--- src/rtl/pc_next_ctrl_pkg.sv ---
// Shared encodings for the next-PC controller: control-flow kinds, PC source
// mux selector codes, exception cause codes and the controller state type.
package pc_next_ctrl_pkg;

    localparam logic [2:0] KIND_SEQ  = 3'd0;
    localparam logic [2:0] KIND_BEQ  = 3'd1;
    localparam logic [2:0] KIND_BNE  = 3'd2;
    localparam logic [2:0] KIND_BLE  = 3'd3;
    localparam logic [2:0] KIND_BGT  = 3'd4;
    localparam logic [2:0] KIND_JUMP = 3'd5;
    localparam logic [2:0] KIND_JR   = 3'd6;
    localparam logic [2:0] KIND_RSV  = 3'd7;

    // Must track the PC source mux input ordering in the datapath.
    localparam logic [2:0] PCSRC_PC4 = 3'b000;
    localparam logic [2:0] PCSRC_BR  = 3'b001;
    localparam logic [2:0] PCSRC_JMP = 3'b010;
    localparam logic [2:0] PCSRC_REG = 3'b011;
    localparam logic [2:0] PCSRC_EXC = 3'b100;

    localparam logic [1:0] CAUSE_NONE    = 2'd0;
    localparam logic [1:0] CAUSE_ILLEGAL = 2'd1;
    localparam logic [1:0] CAUSE_TIMEOUT = 2'd2;
    localparam logic [1:0] CAUSE_EXT     = 2'd3;

    typedef enum logic [1:0] {
        StIdle,
        StWaitFlags,
        StCommit,
        StExc
    } pc_state_e;

    function automatic logic is_branch(input logic [2:0] kind);
        return (kind >= KIND_BEQ) && (kind <= KIND_BGT);
    endfunction

endpackage

--- src/rtl/pc_next_ctrl_branch_eval.sv ---
// Combinational branch resolution: decides whether a conditional branch is
// taken from its kind and the ALU zero / signed greater-than flags.
module pc_next_ctrl_branch_eval
    import pc_next_ctrl_pkg::*;
(
    input  logic [2:0] i_kind,
    input  logic       i_zero,
    input  logic       i_gt,
    output logic       o_taken
);

    always_comb begin
        o_taken = 1'b0;
        case (i_kind)
            KIND_BEQ: o_taken = i_zero;
            KIND_BNE: o_taken = !i_zero;
            KIND_BLE: o_taken = i_zero || !i_gt;
            KIND_BGT: o_taken = i_gt && !i_zero;
            default:  o_taken = 1'b0;
        endcase
    end

endmodule

--- src/rtl/pc_next_ctrl.sv ---
// Next-PC controller for the multicycle datapath: drives the PC source mux and
// PC/EPC write strobes. Exceptions are compiled in with `define PC_NEXT_EXC_EN.
module pc_next_ctrl
    import pc_next_ctrl_pkg::*;
#(
    parameter int unsigned TIMEOUT = 15
) (
    input  logic       i_clk,
    input  logic       i_rst_n,
    input  logic       i_instr_valid,
    input  logic [2:0] i_kind,
    input  logic       i_flags_valid,
    input  logic       i_zero,
    input  logic       i_gt,
    input  logic       i_exc_req,
    output logic [2:0] o_pc_src,
    output logic       o_pc_write,
    output logic       o_epc_write,
    output logic [1:0] o_exc_cause,
    output logic       o_busy,
    output logic       o_done
);

    localparam int unsigned   TW         = $clog2(TIMEOUT);
    localparam logic [TW-1:0] TIMER_LAST = TW'(TIMEOUT - 1);

`ifdef PC_NEXT_EXC_EN
    localparam bit EXC_EN = 1'b1;
`else
    localparam bit EXC_EN = 1'b0;
`endif

    pc_state_e     r_state, w_state_d;
    logic [2:0]    r_kind, w_kind_d;
    logic [TW-1:0] r_timer, w_timer_d;
    logic [2:0]    w_src_d, w_pc_src_d;
    logic [1:0]    w_cause_d;
    logic [2:0]    r_pc_src;
    logic          r_pc_write, r_done, r_busy;
    logic          w_exc, w_taken, w_fire;

    assign w_exc = EXC_EN && i_exc_req;

    pc_next_ctrl_branch_eval u_branch_eval (
        .i_kind  (r_kind),
        .i_zero  (i_zero),
        .i_gt    (i_gt),
        .o_taken (w_taken)
    );

    always_comb begin
        w_state_d = r_state;
        w_kind_d  = r_kind;
        w_timer_d = r_timer;
        w_src_d   = PCSRC_PC4;
        w_cause_d = CAUSE_NONE;
        unique case (r_state)
            StIdle: begin
                if (w_exc) begin
                    w_state_d = StExc;
                    w_cause_d = CAUSE_EXT;
                end else if (i_instr_valid) begin
                    w_kind_d = i_kind;
                    if (is_branch(i_kind)) begin
                        w_state_d = StWaitFlags;
                        w_timer_d = '0;
                    end else if (i_kind == KIND_RSV && EXC_EN) begin
                        w_state_d = StExc;
                        w_cause_d = CAUSE_ILLEGAL;
                    end else begin
                        w_state_d = StCommit;
                        if (i_kind == KIND_JUMP)    w_src_d = PCSRC_JMP;
                        else if (i_kind == KIND_JR) w_src_d = PCSRC_REG;
                    end
                end
            end
            StWaitFlags: begin
                if (w_exc) begin
                    w_state_d = StExc;
                    w_cause_d = CAUSE_EXT;
                end else if (i_flags_valid) begin
                    w_state_d = StCommit;
                    w_src_d   = w_taken ? PCSRC_BR : PCSRC_PC4;
                end else if (r_timer == TIMER_LAST) begin
                    // Without exceptions a lost flag pulse falls through as not-taken.
                    w_state_d = EXC_EN ? StExc : StCommit;
                    w_cause_d = CAUSE_TIMEOUT;
                end else begin
                    w_timer_d = r_timer + 1'b1;
                end
            end
            StCommit, StExc: w_state_d = StIdle;
            default:         w_state_d = StIdle;
        endcase
    end

    assign w_fire     = (w_state_d == StCommit) || (w_state_d == StExc);
    assign w_pc_src_d = (w_state_d == StExc)    ? PCSRC_EXC :
                        (w_state_d == StCommit) ? w_src_d   : PCSRC_PC4;

    always_ff @(posedge i_clk or negedge i_rst_n) begin
        if (!i_rst_n) begin
            r_state    <= StIdle;
            r_kind     <= KIND_SEQ;
            r_timer    <= '0;
            r_pc_src   <= PCSRC_PC4;
            r_pc_write <= 1'b0;
            r_done     <= 1'b0;
            r_busy     <= 1'b0;
        end else begin
            r_state    <= w_state_d;
            r_kind     <= w_kind_d;
            r_timer    <= w_timer_d;
            r_pc_src   <= w_pc_src_d;
            r_pc_write <= w_fire;
            r_done     <= w_fire;
            r_busy     <= (w_state_d != StIdle);
        end
    end

    assign o_pc_src   = r_pc_src;
    assign o_pc_write = r_pc_write;
    assign o_done     = r_done;
    assign o_busy     = r_busy;

`ifdef PC_NEXT_EXC_EN
    logic       r_epc_write;
    logic [1:0] r_exc_cause;

    // Cause is sticky until the next exception so software can read it late.
    always_ff @(posedge i_clk or negedge i_rst_n) begin
        if (!i_rst_n) begin
            r_epc_write <= 1'b0;
            r_exc_cause <= CAUSE_NONE;
        end else begin
            r_epc_write <= (w_state_d == StExc);
            if (w_state_d == StExc) r_exc_cause <= w_cause_d;
        end
    end

    assign o_epc_write = r_epc_write;
    assign o_exc_cause = r_exc_cause;
`else
    logic w_unused;
    assign w_unused    = ^{i_exc_req, w_cause_d};
    assign o_epc_write = 1'b0;
    assign o_exc_cause = CAUSE_NONE;
`endif

endmodule

--- config.mk ---
export PLATFORM = sky130hd
export DESIGN_NAME = pc_next_ctrl
export DESIGN_NICKNAME = d
export VERILOG_FILES = /design/src/rtl/pc_next_ctrl_pkg.sv /design/src/rtl/pc_next_ctrl_branch_eval.sv /design/src/rtl/pc_next_ctrl.sv
export SDC_FILE = /design/constraint.sdc
export NUM_CORES = 1
export LEC_CHECK = 0
export CAP_MARGIN = 20
export CORE_MARGIN = 1.5
export CORE_UTILIZATION = 30
export CTS_CLUSTER_DIAMETER = 80
export DETAILED_ROUTE_END_ITERATION = 8
export GPL_TIMING_DRIVEN = 1
export REMOVE_ABC_BUFFERS = 1
export SLEW_MARGIN = 25
export SYNTH_ARGS = -nofsm -noshare
export SYNTH_HDL_FRONTEND = slang
export SYNTH_SLANG_ARGS = --single-unit
--- constraint.sdc ---
create_clock -name i_clk -period 1.5 [get_ports i_clk]
set_clock_uncertainty 0.05 [all_clocks]
set_input_delay 0.3 -clock i_clk [delete_from_list [all_inputs] [get_ports i_clk]]
set_output_delay 0.3 -clock i_clk [all_outputs]
set_load 0.05 [all_outputs]
==> out/metrics.yaml <==
global_route:
  grt_max_degree: 15
  grt_pass1_vias: 560
  grt_usage_pct: 12.37
  overflow: 0
  antenna_found_initial: 0
  grt_pass1_wl_um: 2339
floorplanning:
  core_area_sq_um: 2212
  die_area_sq_um: 2639
  die_height_um: 51.37
  start_util_pct: 31.73
  die_x_um: 51.37
  rows: 17
  io_pins: 19
setup_path:
  cp_max_fo: 5
  reg2reg_depth: 3
  r2r_end: "r_timer[3]$_DFFE_PN0P_"
  reg2reg_from: "r_state[1]$_DFF_PN0_"
  worstPathArrival_ns: 1.59
  worstSetupEndpointType: "flop"
  required_ns: 1.65
  reg2reg_slack_ns: 0.06
  critPathLaunchType: "flop"
  crit_type: "reg -> reg"
place:
  pre_cts_ws_ns: -0.3093
  routabilityCongestion: 0.7997
  placedCellCount: 115
  hpwl_um: 1125
  port_buffers: 14
route:
  post-route-drc-count: 0
  wirelength_um: 1390
  avgRoutedWirePerCell_um: 11.78
  ant_nets: 0
  dr.pass1.iters: 4
  drt_iter0_markers: 2
  vias: 559
  avgViaCountPerCell: 4.737
cells_and_area:
  final_nets: 104
  drive_gt1_share_pct: 32.22
  layout_common_cells: "14 x dfrtp_1, 12 x buf_4, 7 x clkdlybuf4s50_1"
  antenna_cells: 0
  syn_to_final_growth_pct: 47.24
  final_common_cell: "dfrtp_1"
  fin_cells: 118
logic_synthesis:
  synth.avg_cell_area_sq_um: 10.97
  ys_seq_area_share_pct: 49.91
  yosys_warnings: 0
  syn_area_sq_um: 701.9
  synth.distinct_cells: 29
  syn_inst: 64
  synth-seq-cells: 14
sta:
  rsz0062_at_grt: "no"
  finalCriticalPeriod_ns: 1.436
  fmax_ghz: 0.6962
  final.period_utilization_pct: 95.76
  maxSlewViolCount: 0
  hold_viol_final: 0
  finalSetupViolCount: 0
  worst_slack_ns: 0.06354
  tns_ns: 0
clock_tree:
  cts.sinks: 14
  cts_buffer_depth: 2
  h-tree-depth: 1
  cts_root_buf: "clkbuf_4"
  post_cts.repair.setup_buffers: 0
  holdBufCountCts: 0
  cts_tree: "yes"
  cts_buffers: 3
  clkSlewWorstSetupHoldPaths_ns: 0.07
  worstSkewPairLatency_ns: 0.27
power_and_ir_drop:
  powerDensity_nw_per_um2: 1191
  p_total_uw: 1231
  power.leakage_uw: 0.0004807
  vdd_drop_max_uv: 509.7
run:
  max-cap-violations: 0
hold_path:
  min_path_type: "in -> async"
outcome:
  outcome: "complete, no violations"
[cells in the mapped netlist]
library cell / count / share of area (%)
buf_2: 1 / 0.71
nor3b_2: 2 / 3.6
and3_1: 2 / 1.8
o21ai_0: 6 / 4.3
nor3_1: 1 / 0.71
o21bai_1: 1 / 1.1
mux2_2: 3 / 4.8
nand3_1: 1 / 0.71
o31ai_1: 2 / 2.1
and4b_1: 1 / 1.4
buf_4: 4 / 4.3
inv_1: 2 / 1.1
dfrtp_1: 14 / 50
o2bb2ai_1: 1 / 1.2
or3b_1: 1 / 1.2
xor2_1: 1 / 1.2
a41o_1: 1 / 1.4
a21oi_1: 4 / 2.9
nor2_1: 2 / 1.1
and2b_1: 1 / 1.1
conb_1: 1 / 0.53
ha_1: 2 / 3.6
o21a_1: 1 / 1.1
or3_1: 3 / 2.7
o21ai_1: 1 / 0.71
o32ai_1: 1 / 1.2
nor2b_1: 1 / 0.89
nand3b_1: 2 / 2.1
clkbuf_1: 1 / 0.53
[power breakdown]
group | leakage (uW) | total [uW] | internal [uW] | switching [uW]
registers | 0.000179 | 537 | 463 | 74.4
clock network | 0.0000138 | 201 | 93.1 | 107
logic | 0.000288 | 493 | 258 | 236
[how the worst max path moves through the flow]
| stage | start | end | slack (ns) |
|---|---|---|---|
| 2_1_floorplan | r_state[1]$_DFF_PN0_ | r_timer[3]$_DFFE_PN0P_ | 0.03 |
| 3_3_place_gp | i_flags_valid | r_timer[3]$_DFFE_PN0P_ | -0.28 |
| 3_5_place_dp | i_flags_valid | r_timer[3]$_DFFE_PN0P_ | -0.31 |
| 4_1_cts | i_flags_valid | r_timer[3]$_DFFE_PN0P_ | 0.03 |
| 5_1_grt | r_timer[1]$_DFFE_PN0P_ | r_timer[0]$_DFFE_PN0P_ | 0.009 |
| 6_report | r_state[1]$_DFF_PN0_ | r_timer[3]$_DFFE_PN0P_ | 0.06 |
[metrics by stage]
| stage | utilization (%) | cell area (sq um) | hold slack [ns] |
|---|---|---|---|
| final | 46.72 | 1033 | 0.2753 |
| after global placement | 45.19 | 999.7 | 0.4787 |
| after detailed placement | 45.19 | 999.7 | 0.4891 |
| after global routing | 46.72 | 1033 | 0.2864 |
| after CTS | 46.32 | 1025 | 0.2727 |
| after floorplan | - | 674.4 | -0.04559 |
[worst max-delay path, cell delays in order, from the launching register on]
cell and delay, ns:
dfrtp_1 0.40, or3b_4 0.42, or3_1 0.35, a21oi_1 0.14
[area by class of cell]
class / instances / area [sq um]
fillers: 221 / 1179
flip-flops and latches: 14 / 350.3
multi-input cells: 45 / 325.3
repair buffers: 26 / 292.8
well taps: 28 / 35.03
clock buffers: 3 / 22.52
inverters: 2 / 7.507
[metal layers]
metal / up-vias / track usage [%] / part of all wire [%]
met1: 268 / 13.94 / 44
li1: 276 / - / -
met3: 2 / 5.263 / 4.1
met2: 13 / 19.23 / 50
met4: 0 / 7.456 / 1.9
met5: - / 0 / 0
[cell families after synthesis]
logic type	share of synthesized area, %
other cells	0.5342
compound gates	16.04
buf+inv	6.595
simple gates	17.29
flops	49.91
mux	4.812
fa+ha+maj	3.564
xor+xnor	1.248
[state kept, by name (all words and copies together) (netlist names)]
register	flops
o_busy	1
r_state	2
r_timer	4
o_pc_src	3
o_done	1
r_kind	3
[what timing repair did]
item / 4_1_cts / 5_1_grt
endpoints found under the setup margin: 1 / 2
resized for setup: 1 / 3
pin swaps: 0 / 0
No activity file was read; power rests on OpenSTA's default activity.
